--- config.mk ---
export PLATFORM = sky130hd
export DESIGN_NAME = alu_cmd_ctrl
export DESIGN_NICKNAME = d
export VERILOG_FILES = /design/src/rtl/alu_cmd_ctrl_pkg.sv /design/src/rtl/alu_cmd_ctrl.sv
export SDC_FILE = /design/constraint.sdc
export NUM_CORES = 1
export LEC_CHECK = 0
export CAP_MARGIN = 25
export CORE_ASPECT_RATIO = 0.5
export CORE_MARGIN = 5
export CORE_UTILIZATION = 50
export CTS_BUF_LIST = sky130_fd_sc_hd__clkbuf_4 sky130_fd_sc_hd__clkbuf_8
export DETAILED_ROUTE_END_ITERATION = 8
export HOLD_SLACK_MARGIN = 0.1
export PLACE_DENSITY = 0.82
export SETUP_SLACK_MARGIN = 0.4
export SYNTH_ARGS = -nofsm -noshare
export SYNTH_HDL_FRONTEND = slang
export SYNTH_SLANG_ARGS = --single-unit
--- constraint.sdc ---
create_clock -name CLK -period 2.51 [get_ports CLK]
set_clock_uncertainty 0.15 [all_clocks]
set_input_delay 0.502 -clock CLK [delete_from_list [all_inputs] [get_ports CLK]]
set_output_delay 0.502 -clock CLK [all_outputs]
set_load 0.005 [all_outputs]
--- src/rtl/alu_cmd_ctrl_pkg.sv ---
// Shared types and constants for the ALU command controller.
package alu_cmd_ctrl_pkg;

  localparam int unsigned ALU_DW      = 8;
  localparam int unsigned ALU_OPW     = 4;
  localparam int unsigned ALU_NUM_OPS = 14;
  localparam int unsigned ALU_TIMEOUT = 16;

  typedef logic [ALU_OPW-1:0] opcode_t;

  typedef enum logic [3:0] {
    IDLE, GET_A, GET_B, GET_FUN, REQ, WAIT, SEND_LO, SEND_HI, SEND_ERR
  } ctrl_state_t;

  localparam logic [7:0] CMD_ALU_OP  = 8'hCC;
  localparam logic [7:0] CMD_ALU_NOP = 8'hDD;
  localparam logic [7:0] ERR_BAD_OP  = 8'hEE;
  localparam logic [7:0] ERR_TIMEOUT = 8'hFF;

  // Whole byte below num_ops means the upper bits are clear and the opcode is in range.
  function automatic logic is_valid_fun(input logic [7:0] b, input int unsigned num_ops);
    return 32'(b) < num_ops;
  endfunction

endpackage

--- src/rtl/alu_cmd_ctrl.sv ---
// Assembles ALU commands from the UART RX byte stream, runs the ALU and returns
// the 16-bit result (LSB first) or a one-byte error code on the UART TX path.
module alu_cmd_ctrl
  import alu_cmd_ctrl_pkg::*;
#(
  parameter int unsigned DATA_WIDTH     = ALU_DW,
  parameter int unsigned OPCODE_WIDTH   = ALU_OPW,
  parameter int unsigned NUM_OPS        = ALU_NUM_OPS,
  parameter int unsigned TIMEOUT_CYCLES = ALU_TIMEOUT
) (
  input  logic                    CLK,
  input  logic                    RST,
  input  logic [7:0]              RX_P_DATA,
  input  logic                    RX_D_VLD,
  output logic                    ALU_EN,
  output logic [DATA_WIDTH-1:0]   ALU_A,
  output logic [DATA_WIDTH-1:0]   ALU_B,
  output opcode_t                 ALU_FUN,
  input  logic [2*DATA_WIDTH-1:0] ALU_OUT,
  input  logic                    ALU_OUT_VALID,
  output logic [7:0]              TX_P_DATA,
  output logic                    TX_D_VLD,
  input  logic                    TX_BUSY,
  output logic                    CTRL_BUSY
);

  localparam int unsigned CNT_W = $clog2(TIMEOUT_CYCLES + 1);

  if (DATA_WIDTH != 8) begin : g_dw_check
    $error("alu_cmd_ctrl: DATA_WIDTH must be 8");
  end
  if (OPCODE_WIDTH != ALU_OPW) begin : g_opw_check
    $error("alu_cmd_ctrl: OPCODE_WIDTH must match opcode_t");
  end
  if (NUM_OPS > (1 << OPCODE_WIDTH)) begin : g_ops_check
    $error("alu_cmd_ctrl: NUM_OPS exceeds the opcode space");
  end

  ctrl_state_t           state_q, state_d;
  logic [DATA_WIDTH-1:0] a_q, a_d, b_q, b_d, hi_q, hi_d;
  opcode_t               fun_q, fun_d;
  logic [CNT_W-1:0]      cnt_q, cnt_d;
  logic                  en_q, en_d;
  logic                  tx_vld_q, tx_vld_d;
  logic [7:0]            tx_data_q, tx_data_d;
  logic                  busy_q, busy_d;

  // Next-state and next-output logic; every output is registered from these.
  always_comb begin
    state_d   = state_q;
    a_d       = a_q;
    b_d       = b_q;
    fun_d     = fun_q;
    hi_d      = hi_q;
    cnt_d     = cnt_q;
    en_d      = 1'b0;
    tx_vld_d  = tx_vld_q;
    tx_data_d = tx_data_q;

    case (state_q)
      IDLE: begin
        if (RX_D_VLD) begin
          if (RX_P_DATA == CMD_ALU_OP)       state_d = GET_A;
          else if (RX_P_DATA == CMD_ALU_NOP) state_d = GET_FUN;
        end
      end
      GET_A: begin
        if (RX_D_VLD) begin
          a_d     = DATA_WIDTH'(RX_P_DATA);
          state_d = GET_B;
        end
      end
      GET_B: begin
        if (RX_D_VLD) begin
          b_d     = DATA_WIDTH'(RX_P_DATA);
          state_d = GET_FUN;
        end
      end
      GET_FUN: begin
        if (RX_D_VLD) begin
          if (is_valid_fun(RX_P_DATA, NUM_OPS)) begin
            fun_d   = opcode_t'(RX_P_DATA);
            en_d    = 1'b1;
            state_d = REQ;
          end else begin
            tx_vld_d  = 1'b1;
            tx_data_d = ERR_BAD_OP;
            state_d   = SEND_ERR;
          end
        end
      end
      REQ: begin
        cnt_d   = '0;
        state_d = WAIT;
      end
      // A valid result on the final counted cycle still beats the timeout.
      WAIT: begin
        if (ALU_OUT_VALID) begin
          hi_d      = ALU_OUT[2*DATA_WIDTH-1:DATA_WIDTH];
          tx_data_d = 8'(ALU_OUT[DATA_WIDTH-1:0]);
          tx_vld_d  = 1'b1;
          state_d   = SEND_LO;
        end else if (cnt_q == CNT_W'(TIMEOUT_CYCLES - 1)) begin
          tx_data_d = ERR_TIMEOUT;
          tx_vld_d  = 1'b1;
          state_d   = SEND_ERR;
        end else begin
          cnt_d = cnt_q + CNT_W'(1);
        end
      end
      SEND_LO: begin
        if (!TX_BUSY) begin
          tx_data_d = 8'(hi_q);
          state_d   = SEND_HI;
        end
      end
      SEND_HI, SEND_ERR: begin
        if (!TX_BUSY) begin
          tx_vld_d = 1'b0;
          state_d  = IDLE;
        end
      end
      default: state_d = IDLE;
    endcase

    busy_d = (state_d inside {REQ, WAIT, SEND_LO, SEND_HI, SEND_ERR});
  end

  always_ff @(posedge CLK) begin
    if (RST) begin
      state_q   <= IDLE;
      a_q       <= '0;
      b_q       <= '0;
      fun_q     <= '0;
      hi_q      <= '0;
      cnt_q     <= '0;
      en_q      <= 1'b0;
      tx_vld_q  <= 1'b0;
      tx_data_q <= '0;
      busy_q    <= 1'b0;
    end else begin
      state_q   <= state_d;
      a_q       <= a_d;
      b_q       <= b_d;
      fun_q     <= fun_d;
      hi_q      <= hi_d;
      cnt_q     <= cnt_d;
      en_q      <= en_d;
      tx_vld_q  <= tx_vld_d;
      tx_data_q <= tx_data_d;
      busy_q    <= busy_d;
    end
  end

  assign ALU_EN    = en_q;
  assign ALU_A     = a_q;
  assign ALU_B     = b_q;
  assign ALU_FUN   = fun_q;
  assign TX_P_DATA = tx_data_q;
  assign TX_D_VLD  = tx_vld_q;
  assign CTRL_BUSY = busy_q;

endmodule

==> results of run 1 <==
==> registers in the layout, summed over array words and instances (netlist names) <==
register   cells
ALU_A          8
TX_D_VLD       1
CTRL_BUSY      1
cnt_q          5
ALU_FUN        4
ALU_EN         1
TX_P_DATA      8
ALU_B          8
hi_q           8
state_q        4
==> cell usage in the layout, fill, tap and decap left out, types with 3 or more instances in the layout <==
| cell | count |
|---|---|
| a22o_1 | 3 |
| nand2_1 | 55 |
| clkbuf_8 | 5 |
| xor2_1 | 3 |
| nor2_1 | 8 |
| o221ai_1 | 6 |
| or3_1 | 3 |
| buf_4 | 8 |
| and3_1 | 4 |
| clkdlybuf4s50_1 | 58 |
| dfxtp_1 | 48 |
| nor2b_1 | 5 |
| inv_1 | 4 |
| nand2b_1 | 3 |
| a21oi_1 | 30 |
| o21ai_0 | 4 |
| mux2i_1 | 12 |
| nand3_1 | 20 |
| and2_1 | 3 |
==> cell families after synthesis <==
| logic type | share of synthesized area (%) |
|---|---|
| AOI/OAI and AO/OA | 17.1 |
| xor gates and xnor gates | 1.59 |
| adders and majority gates | 1.13 |
| buffers and inverters | 4.20 |
| DFF | 43.6 |
| muxes | 5.45 |
| and+or+nand+nor | 26.9 |
==> final timing paths <==
check	from	end	slack, ns	cells past startpoint
worst max-delay path	cnt_q[0]	TX_D_VLD	0.45	7
worst min-delay path	cnt_q[4]	cnt_q[4]	0.31	2
worst max register to register	cnt_q[0]	TX_D_VLD	0.45	7
worst min register to register	cnt_q[4]	cnt_q[4]	0.31	2
==> where the power goes <==
group	internal (W)	switching (W)
registers	0.000761	0.000000790
logic	0.0000547	0.0000469
clock network	0.000201	0.000243
total	0.00102	0.000291
==> metal layers <==
layer	GRT usage (%)	up-vias	wire length, um
met5	0	-	0
met2	32.3	83	2760
met4	5.17	0	80
met3	4.41	6	356
met1	25.7	995	2550
li1	-	1035	-
==> area by class of cell <==
| type | count | area (um2) | share of cell area [%] |
|---|---|---|---|
| multi-input combinational | 193 | 1180 | 39.6 |
| sequential | 48 | 961 | 32.2 |
| timing repair buffer | 68 | 673 | 22.6 |
| inverter | 4 | 15.0 | 0.504 |
| tap | 57 | 71.3 | 2.39 |
| clock inverter | 1 | 5.00 | 0.168 |
| clock buffer | 6 | 76.3 | 2.56 |
==> per-stage QoR <==
step	std cells	util (%)	total power, W	cell area (um2)	worst slack (ns)
floorplan	262	-	0.000812	2200	0.575
global placement	369	65.7	0.000880	2850	0.192
detailed placement	369	65.7	0.000880	2850	0.120
CTS	376	67.7	0.00132	2940	0.400
global route	377	68.7	0.00136	2980	0.389
finish	377	68.7	0.00131	2980	0.453
==> critical path, stage by stage, from the launching register on <==
cell and delay [ns]:
dfxtp_1 0.34, ha_1 0.22, and3_1 0.19, ha_2 0.21, o21ai_2 0.17, nand2_2 0.14, a32o_1 0.30, o221a_1 0.23
==> timing repair <==
action                                 in CTS  in global routing
resized for setup                           2                  6
setup buffers                               0                  1
pin swaps                                   0                  3
endpoints found under the hold margin       0                  0
hold buffers                                0                  0
setup endpoints to repair                   3                 18
==> flow_summary.toml, run 1 <==
[sta]
worst_slew_pin_slew_ns = 0.510
slew_headroom_pct = 65.6
drv_slew = 0
timing.hold.ws_ns = 0.309
rsz0062_at_grt = "true"
fin_setup_tns_ns = 0
fin_crit_ns = 2.06
fmax_mhz = 486
hold_viol = 0
finalSetupViolCount = 0
finalCritPeriodShare_pct = 81.9

[synth]
yosysWarnings = 0
synth_flop_cell = "dfxtp_1"
synth_edf_count = 0
synth_area_per_cell_um2 = 8.41
yosys-top-cells-count = "nand2_1 (55), dfxtp_1 (48), a21oi_1 (31)"
ys_ff_latch = 48
syn_area_um2 = 2200
yosysTopAreaCellShare_pct = 43.6
synth.area.top_cells = "dfxtp_1 (44%), nand2_1 (9.4%), a21oi_1 (7.0%)"
yosysTopAreaCell = "dfxtp_1"
syn_nets = 293
synth_cells = 262
ys_seq_area_share_pct = 43.6
yosysUniqueCellTypes = 42
synthArstFlopShare_pct = 0
synth_most_common_cell = "nand2_1"

[placed_design]
hpwl_um = 4280
place_congestion = 0.867
io_buffers = 59

[clocking]
cts_made_buffers = 5
clkTransAtPathRegs_ns = 0.08
ctsLongestPathBuffers = 2
cts_max_level = 2
clk_latency_ns = 0.29
cts_tree = "done"
clock_sinks = 48
clk_root_buffer_cell = "clkbuf_8"

[detailed_routing]
wl_um = 5740
viasPerCell = 5.62
drc = 0
drt_pass1_iterations = 4
first_iter_violations = 87
wl_per_cell_um = 15.2
dr_total_vias = 2119
drtAntennaViolNets = 0

[critical_path]
cp.required_ns = 2.55
critPathKind = "flop to flop"
critPathLaunchType = "flop"
path_max_fanout = 8
endpoint_kind = "flop"
cp.arrival_ns = 2.09

[floorplan]
ios = 60
rows = 17
core_area_um2 = 4340
initial_utilization_pct = 50.8
die_h_um = 57.0
chipWidth_um = 104
dieArea_um2 = 5920

[grt]
overflow = 0
grt_pass1_wl_um = 9600
grt_max_degree = 36
antenna_found_initial = 0
grt_pass1_vias = 1984
grt_usage_pct = 19.4

[power_and_ir_drop]
ir_drop_mv = 0.227
power_density_nw_per_um2 = 439
total_leakage_power_nw = 1.08

[cells_and_area]
diodes = 0
area_delta_synth_final_pct = 35.2
fillers = 367
nets = 351
drive_above_1_share_pct = 9.06

[run_status]
status = "finished clean"

[job]
cap_viol_max_count = 0

[worst_hold_path]
hp-class = "flop to flop"
No activity file was read; power rests on OpenSTA's default activity.
==> run 2: changes to the inputs <==
--- a/config.mk
+++ b/config.mk
@@ -8,11 +8,11 @@
 export CAP_MARGIN = 25
 export CORE_ASPECT_RATIO = 0.5
 export CORE_MARGIN = 5
-export CORE_UTILIZATION = 50
+export CORE_UTILIZATION = 45
 export CTS_BUF_LIST = sky130_fd_sc_hd__clkbuf_4 sky130_fd_sc_hd__clkbuf_8
 export DETAILED_ROUTE_END_ITERATION = 8
 export HOLD_SLACK_MARGIN = 0.1
-export PLACE_DENSITY = 0.82
+export PLACE_DENSITY = 0.78
 export SETUP_SLACK_MARGIN = 0.4
 export SYNTH_ARGS = -nofsm -noshare
 export SYNTH_HDL_FRONTEND = slang
==> constraint.sdc (replaced) <==
create_clock -name CLK -period 1.8 [get_ports CLK]
set_clock_uncertainty 0.15 [all_clocks]
set_input_delay 0.36 -clock CLK [delete_from_list [all_inputs] [get_ports CLK]]
set_output_delay 0.36 -clock CLK [all_outputs]
set_load 0.005 [all_outputs]
==> flow_summary.toml, run 2 (same netlist as run 1, synthesis figures left out) <==
[run_status]
status = "finished, violations left"
violations = "negative setup slack"

[detailed_routing]
drtAntennaViolNets = 0
drt_pass1_iterations = 4
dr_total_vias = 2467
drc = 0
first_iter_violations = 146
wl_per_cell_um = 18.8
wl_um = 8320
viasPerCell = 5.58

[critical_path]
cp.arrival_ns = 2.00
endpoint_kind = "flop"
crit_start = "cnt_q[0]"
cp.required_ns = 1.88
critPathKind = "flop to flop"
path_max_fanout = 3
r2r_start = "cnt_q[0]"
reg2reg_setup_slack_ns = -0.12
critPathLaunchType = "flop"

[placed_design]
io_buffers = 59
hpwl_um = 4760
place_ws_ns = -0.400
place_congestion = 0.895
placed_cell_area_um2 = 3140

[clocking]
cts_max_level = 2
clock_sinks = 48
ctsLongestPathBuffers = 2
cts_made_buffers = 5
clk_root_buffer_cell = "clkbuf_8"
cts_tree = "done"
holdBufCountCts = 0
clkTransAtPathRegs_ns = 0.10
clk_latency_ns = 0.32

[cells_and_area]
area_delta_synth_final_pct = 72.9
post-route-util_pct = 78.7
fin_area_um2 = 3810
mostFrequentLayoutCell = "nand2_1"
fillers = 283
drive_above_1_share_pct = 47.6
nets = 402
diodes = 0
final_cell_mix = "nand2_1 (46), buf_4 (45), dfxtp_2 (33), clkdlybuf4s50_1 (21), clkdlybuf4s15_1 (21)"

[grt]
grt_pass1_vias = 2397
grt_pass1_wl_um = 11700
grt-busiest-layer = "met2"
use_met2_pct = 44.9
overflow = 0
grt_usage_pct = 23.6
met3_usage_pct = 4.35
grt_max_degree = 36
use_met1_pct = 27.4
antenna_found_initial = 0

[job]
cap_viol_max_count = 0

[sta]
timing.hold.ws_ns = 0.310
worst_slack_ns = -0.122
hold_viol = 0
finalSetupViolCount = 17
fmax_mhz = 520
slew_headroom_pct = 67.9
rsz0062_at_grt = "true"
worst_slew_pin_slew_ns = 0.481
drv_slew = 0
fin_crit_ns = 1.92
finalCritPeriodShare_pct = 107

[floorplan]
initial_utilization_pct = 45.5
die_h_um = 59.5
dieArea_um2 = 6480
chipWidth_um = 109
ios = 60
rows = 18
core_area_um2 = 4840

[worst_hold_path]
hp-class = "flop to flop"
hold_start = "TX_P_DATA[2]"

[power_and_ir_drop]
power_density_nw_per_um2 = 545
ir_drop_mv = 0.385
p_total_w = 0.00208
total_leakage_power_nw = 1.48
[run 2: changes by cell type in the layout (fill, tap and decap cells not counted), moves of 9 or more]
cell             previous run  this run
clkdlybuf4s15_1             0        21
dlygate4sd2_1               0        10
clkdlybuf4s50_1            58        21
buf_6                       0         9
dfxtp_2                     0        33
nand3_1                    20         2
a21oi_2                     1        17
nand2_1                    55        46
buf_4                       8        45
nand3_2                     1        17
a21oi_1                    30        14
dfxtp_1                    48        14
[run 2: what timing repair did]
action,4_1_cts,5_1_grt
gates resized for setup,145,43
buffers inserted,18,8
cloned,1,0
pin swaps,33,9
setup endpoints to repair,79,67
[run 2: final timing paths]
| path | endpoint | cells after the start |
|---|---|---|
| max | cnt_q[3] | 8 |
| min reg2reg | TX_P_DATA[2] | 2 |
| max reg2reg | cnt_q[3] | 8 |
| min | TX_P_DATA[2] | 2 |
[run 2: per-layer routing]
metal | share of wire (%) | vias to the layer above
met5 | 0 | -
met4 | 3.6 | 0
met1 | 40 | 1196
li1 | - | 1143
met2 | 52 | 94
met3 | 4.8 | 34
[run 2: power breakdown]
| part | switching, W | internal, W |
|---|---|---|
| logic | 0.000101 | 0.000112 |
| clock network | 0.000390 | 0.000412 |
| registers | 0.000000856 | 0.00106 |
[run 2: metrics by stage]
step	instances	setup TNS, ns
4_1_cts	434	-0.319
2_1_floorplan	262	0
5_1_grt	442	-1.61
3_3_place_gp	407	-7.99
6_report	442	-0.718
3_5_place_dp	407	-9.98
[run 2: final cells by class]
| class | instances | area, um2 | share of cell area [%] |
|---|---|---|---|
| multi-input combinational | 193 | 1500 | 39.3 |
| timing repair buffer | 119 | 1090 | 28.7 |
| sequential | 48 | 1010 | 26.4 |
| tap | 70 | 87.6 | 2.30 |
| clock buffer | 5 | 68.8 | 1.81 |
| clock inverter | 3 | 42.5 | 1.12 |
| inverter | 4 | 15.0 | 0.394 |
[run 2: critical path, stage by stage (launching register included)]
cell and delay (ns):
dfxtp_2 0.35, ha_4 0.16, and3_4 0.18, ha_4 0.18, o21ai_4 0.17, buf_6 0.13
nand3_1 0.11, xor2_1 0.19, a211oi_1 0.22
==> run 3: changes to the inputs <==
--- a/config.mk
+++ b/config.mk
@@ -8,11 +8,11 @@
 export CAP_MARGIN = 25
 export CORE_ASPECT_RATIO = 0.5
 export CORE_MARGIN = 5
-export CORE_UTILIZATION = 45
+export CORE_UTILIZATION = 53
 export CTS_BUF_LIST = sky130_fd_sc_hd__clkbuf_4 sky130_fd_sc_hd__clkbuf_8
 export DETAILED_ROUTE_END_ITERATION = 8
 export HOLD_SLACK_MARGIN = 0.1
-export PLACE_DENSITY = 0.78
+export PLACE_DENSITY = 0.87
 export SETUP_SLACK_MARGIN = 0.4
 export SYNTH_ARGS = -nofsm -noshare
 export SYNTH_HDL_FRONTEND = slang
==> constraint.sdc (replaced) <==
create_clock -name CLK -period 2.5 [get_ports CLK]
set_clock_uncertainty 0.15 [all_clocks]
set_input_delay 0.5 -clock CLK [delete_from_list [all_inputs] [get_ports CLK]]
set_output_delay 0.5 -clock CLK [all_outputs]
set_load 0.005 [all_outputs]
==> flow_summary.toml, run 3 (same netlist as run 1, synthesis figures left out) <==
[run_status]
status = "finished clean"

[clocking]
holdBufCountCts = 0
cts_tree = "done"
cts_max_level = 2
clk_latency_ns = 0.30
ctsLongestPathBuffers = 2
clk_root_buffer_cell = "clkbuf_8"
clkTransAtPathRegs_ns = 0.08
cts_made_buffers = 5
clock_sinks = 48

[sta]
drv_slew = 0
finalCritPeriodShare_pct = 81.3
rsz0062_at_grt = "false"
fin_setup_tns_ns = 0
slew_headroom_pct = 69.5
worst_slew_pin_slew_ns = 0.453
finalSetupViolCount = 0
hold_viol = 0
fmax_mhz = 492
fin_crit_ns = 2.03

[worst_hold_path]
hp-class = "flop to flop"
hold-path-cell-count = 2

[power_and_ir_drop]
p_seq_share_pct = 56.5
p_sw_share_pct = 22.1
ir_drop_mv = 0.276
power_density_nw_per_um2 = 452
switching_power_w = 0.000300
p_comb_share_pct = 7.6
p_int_w = 0.00106
total_leakage_power_nw = 1.10
pwr-share-clk_pct = 36.0

[detailed_routing]
wl_per_cell_um = 15.5
drc = 0
drt_pass1_iterations = 4
dr_total_vias = 2089
drtAntennaViolNets = 0
first_iter_violations = 127
viasPerCell = 5.54
wl_um = 5830

[critical_path]
r2r_start = "cnt_q[0]"
cp.required_ns = 2.53
crit_cells = 7
endpoint = "TX_D_VLD"
critPathLaunchType = "flop"
crit_start = "cnt_q[0]"
critPathSlowestCell = "dfxtp_2"
crit_chain = "ha_1 -> and3_1 -> ha_2 -> o21ai_2 -> nand2_2 -> a32o_2 -> o221a_1"
path_max_fanout = 8
rr_worst_depth = 7
rr_endpoint = "TX_D_VLD"
cp.arrival_ns = 2.06
cp_top_family = "compound AO/OA/AOI/OAI gates"
max_stage_delay_ns = 0.34
path_buf_inv = 0
critPathKind = "flop to flop"
reg2reg_setup_slack_ns = 0.47
endpoint_kind = "flop"

[placed_design]
hpwl_um = 4280
io_buffers = 59
placed_cell_area_um2 = 2850
place_congestion = 0.848

[grt]
grt_pass1_wl_um = 10100
grt_pass1_vias = 2107
grt_usage_pct = 22.0
antenna_found_initial = 0
overflow = 0
grt_max_degree = 36

[cells_and_area]
diodes = 0
mostFrequentLayoutCell = "clkdlybuf4s50_1"
drive_above_1_share_pct = 10.2
multi_input_area_um2 = 1170
seqCellArea_um2 = 962
nets = 353
fillers = 301
area_delta_synth_final_pct = 36.0
fin_area_um2 = 3000
final_cell_mix = "clkdlybuf4s50_1 (58), nand2_1 (55), dfxtp_1 (47), a21oi_1 (30), nand3_1 (21)"

[floorplan]
ios = 60
die_h_um = 55.6
chipWidth_um = 101
initial_utilization_pct = 55.6
dieArea_um2 = 5630
core_area_um2 = 3960
rows = 16

[job]
cap_viol_max_count = 0
[run 3: changes by cell type in the layout (fill, tap and decap cells not counted), moves of 6 or more]
cell	delta
buf_4	-35
dfxtp_1	+33
a21oi_2	-16
a21oi_1	+16
nand2_1	+9
clkdlybuf4s15_1	-21
clkdlybuf4s50_1	+37
nand3_1	+19
dfxtp_2	-32
clkbuf_2	-7
nand2_2	-6
nand3_2	-17
dlygate4sd2_1	-10
buf_6	-9
[run 3: worst min path at each step]
stage | endpoint | start
floorplan | cnt_q[4] | cnt_q[4]
global placement | cnt_q[4] | cnt_q[4]
detailed placement | hi_q[5] | hi_q[5]
CTS | TX_P_DATA[6] | TX_P_DATA[6]
global route | ALU_B[3] | ALU_B[3]
finish | TX_P_DATA[6] | TX_P_DATA[6]
[run 3: power by group through the flow]
stage           logic, W  clock network (W)  registers, W
6_report        0.000102           0.000487      0.000765
5_1_grt         0.000110           0.000532      0.000765
4_1_cts         0.000102           0.000494      0.000765
3_5_place_dp    0.000101                  0      0.000783
3_3_place_gp   0.0000990                  0      0.000783
2_1_floorplan  0.0000329                  0      0.000783
[run 3: stage by stage]
step                      util, %  total power, W  instances  setup WS, ns  hold slack, ns
after floorplan                 -        0.000816        262         0.565           0.282
after global placement       72.0        0.000882        367         0.183           0.292
after detailed placement     72.0        0.000884        367        0.0986           0.301
after CTS                    75.0         0.00136        376         0.452           0.312
after global routing         75.6         0.00141        377         0.366           0.336
final                        75.6         0.00135        377         0.467           0.308
[run 3: repair_timing]
item / 4_1_cts / 5_1_grt
endpoints found under the hold margin: 0 / 0
setup buffers: 1 / 1
gates resized for setup: 1 / 7
endpoints found under the setup margin: 2 / 27
pin swaps: 1 / 3
[run 3: worst reg2reg max path, cell delays in order, from the launching register on]
cell,delay (ns)
dfxtp_2,0.34
ha_1,0.20
and3_1,0.19
ha_2,0.20
o21ai_2,0.19
nand2_2,0.13
a32o_2,0.28
o221a_1,0.24
[run 3: final cells by class]
type / count / share of cell area [%]
clock buffer: 7 / 3.01
sequential: 48 / 32.1
multi-input combinational: 193 / 38.9
timing repair buffer: 70 / 23.0
inverter: 4 / 0.501
tap: 54 / 2.25
clock inverter: 1 / 0.250
[run 3: routing by layer]
layer,up-vias,track usage (%),part of all wire (%)
met3,6,5.26,5.7
met1,979,27.0,43
met4,0,5.30,0.84
li1,1043,-,-
met5,-,0,0
met2,61,38.6,51
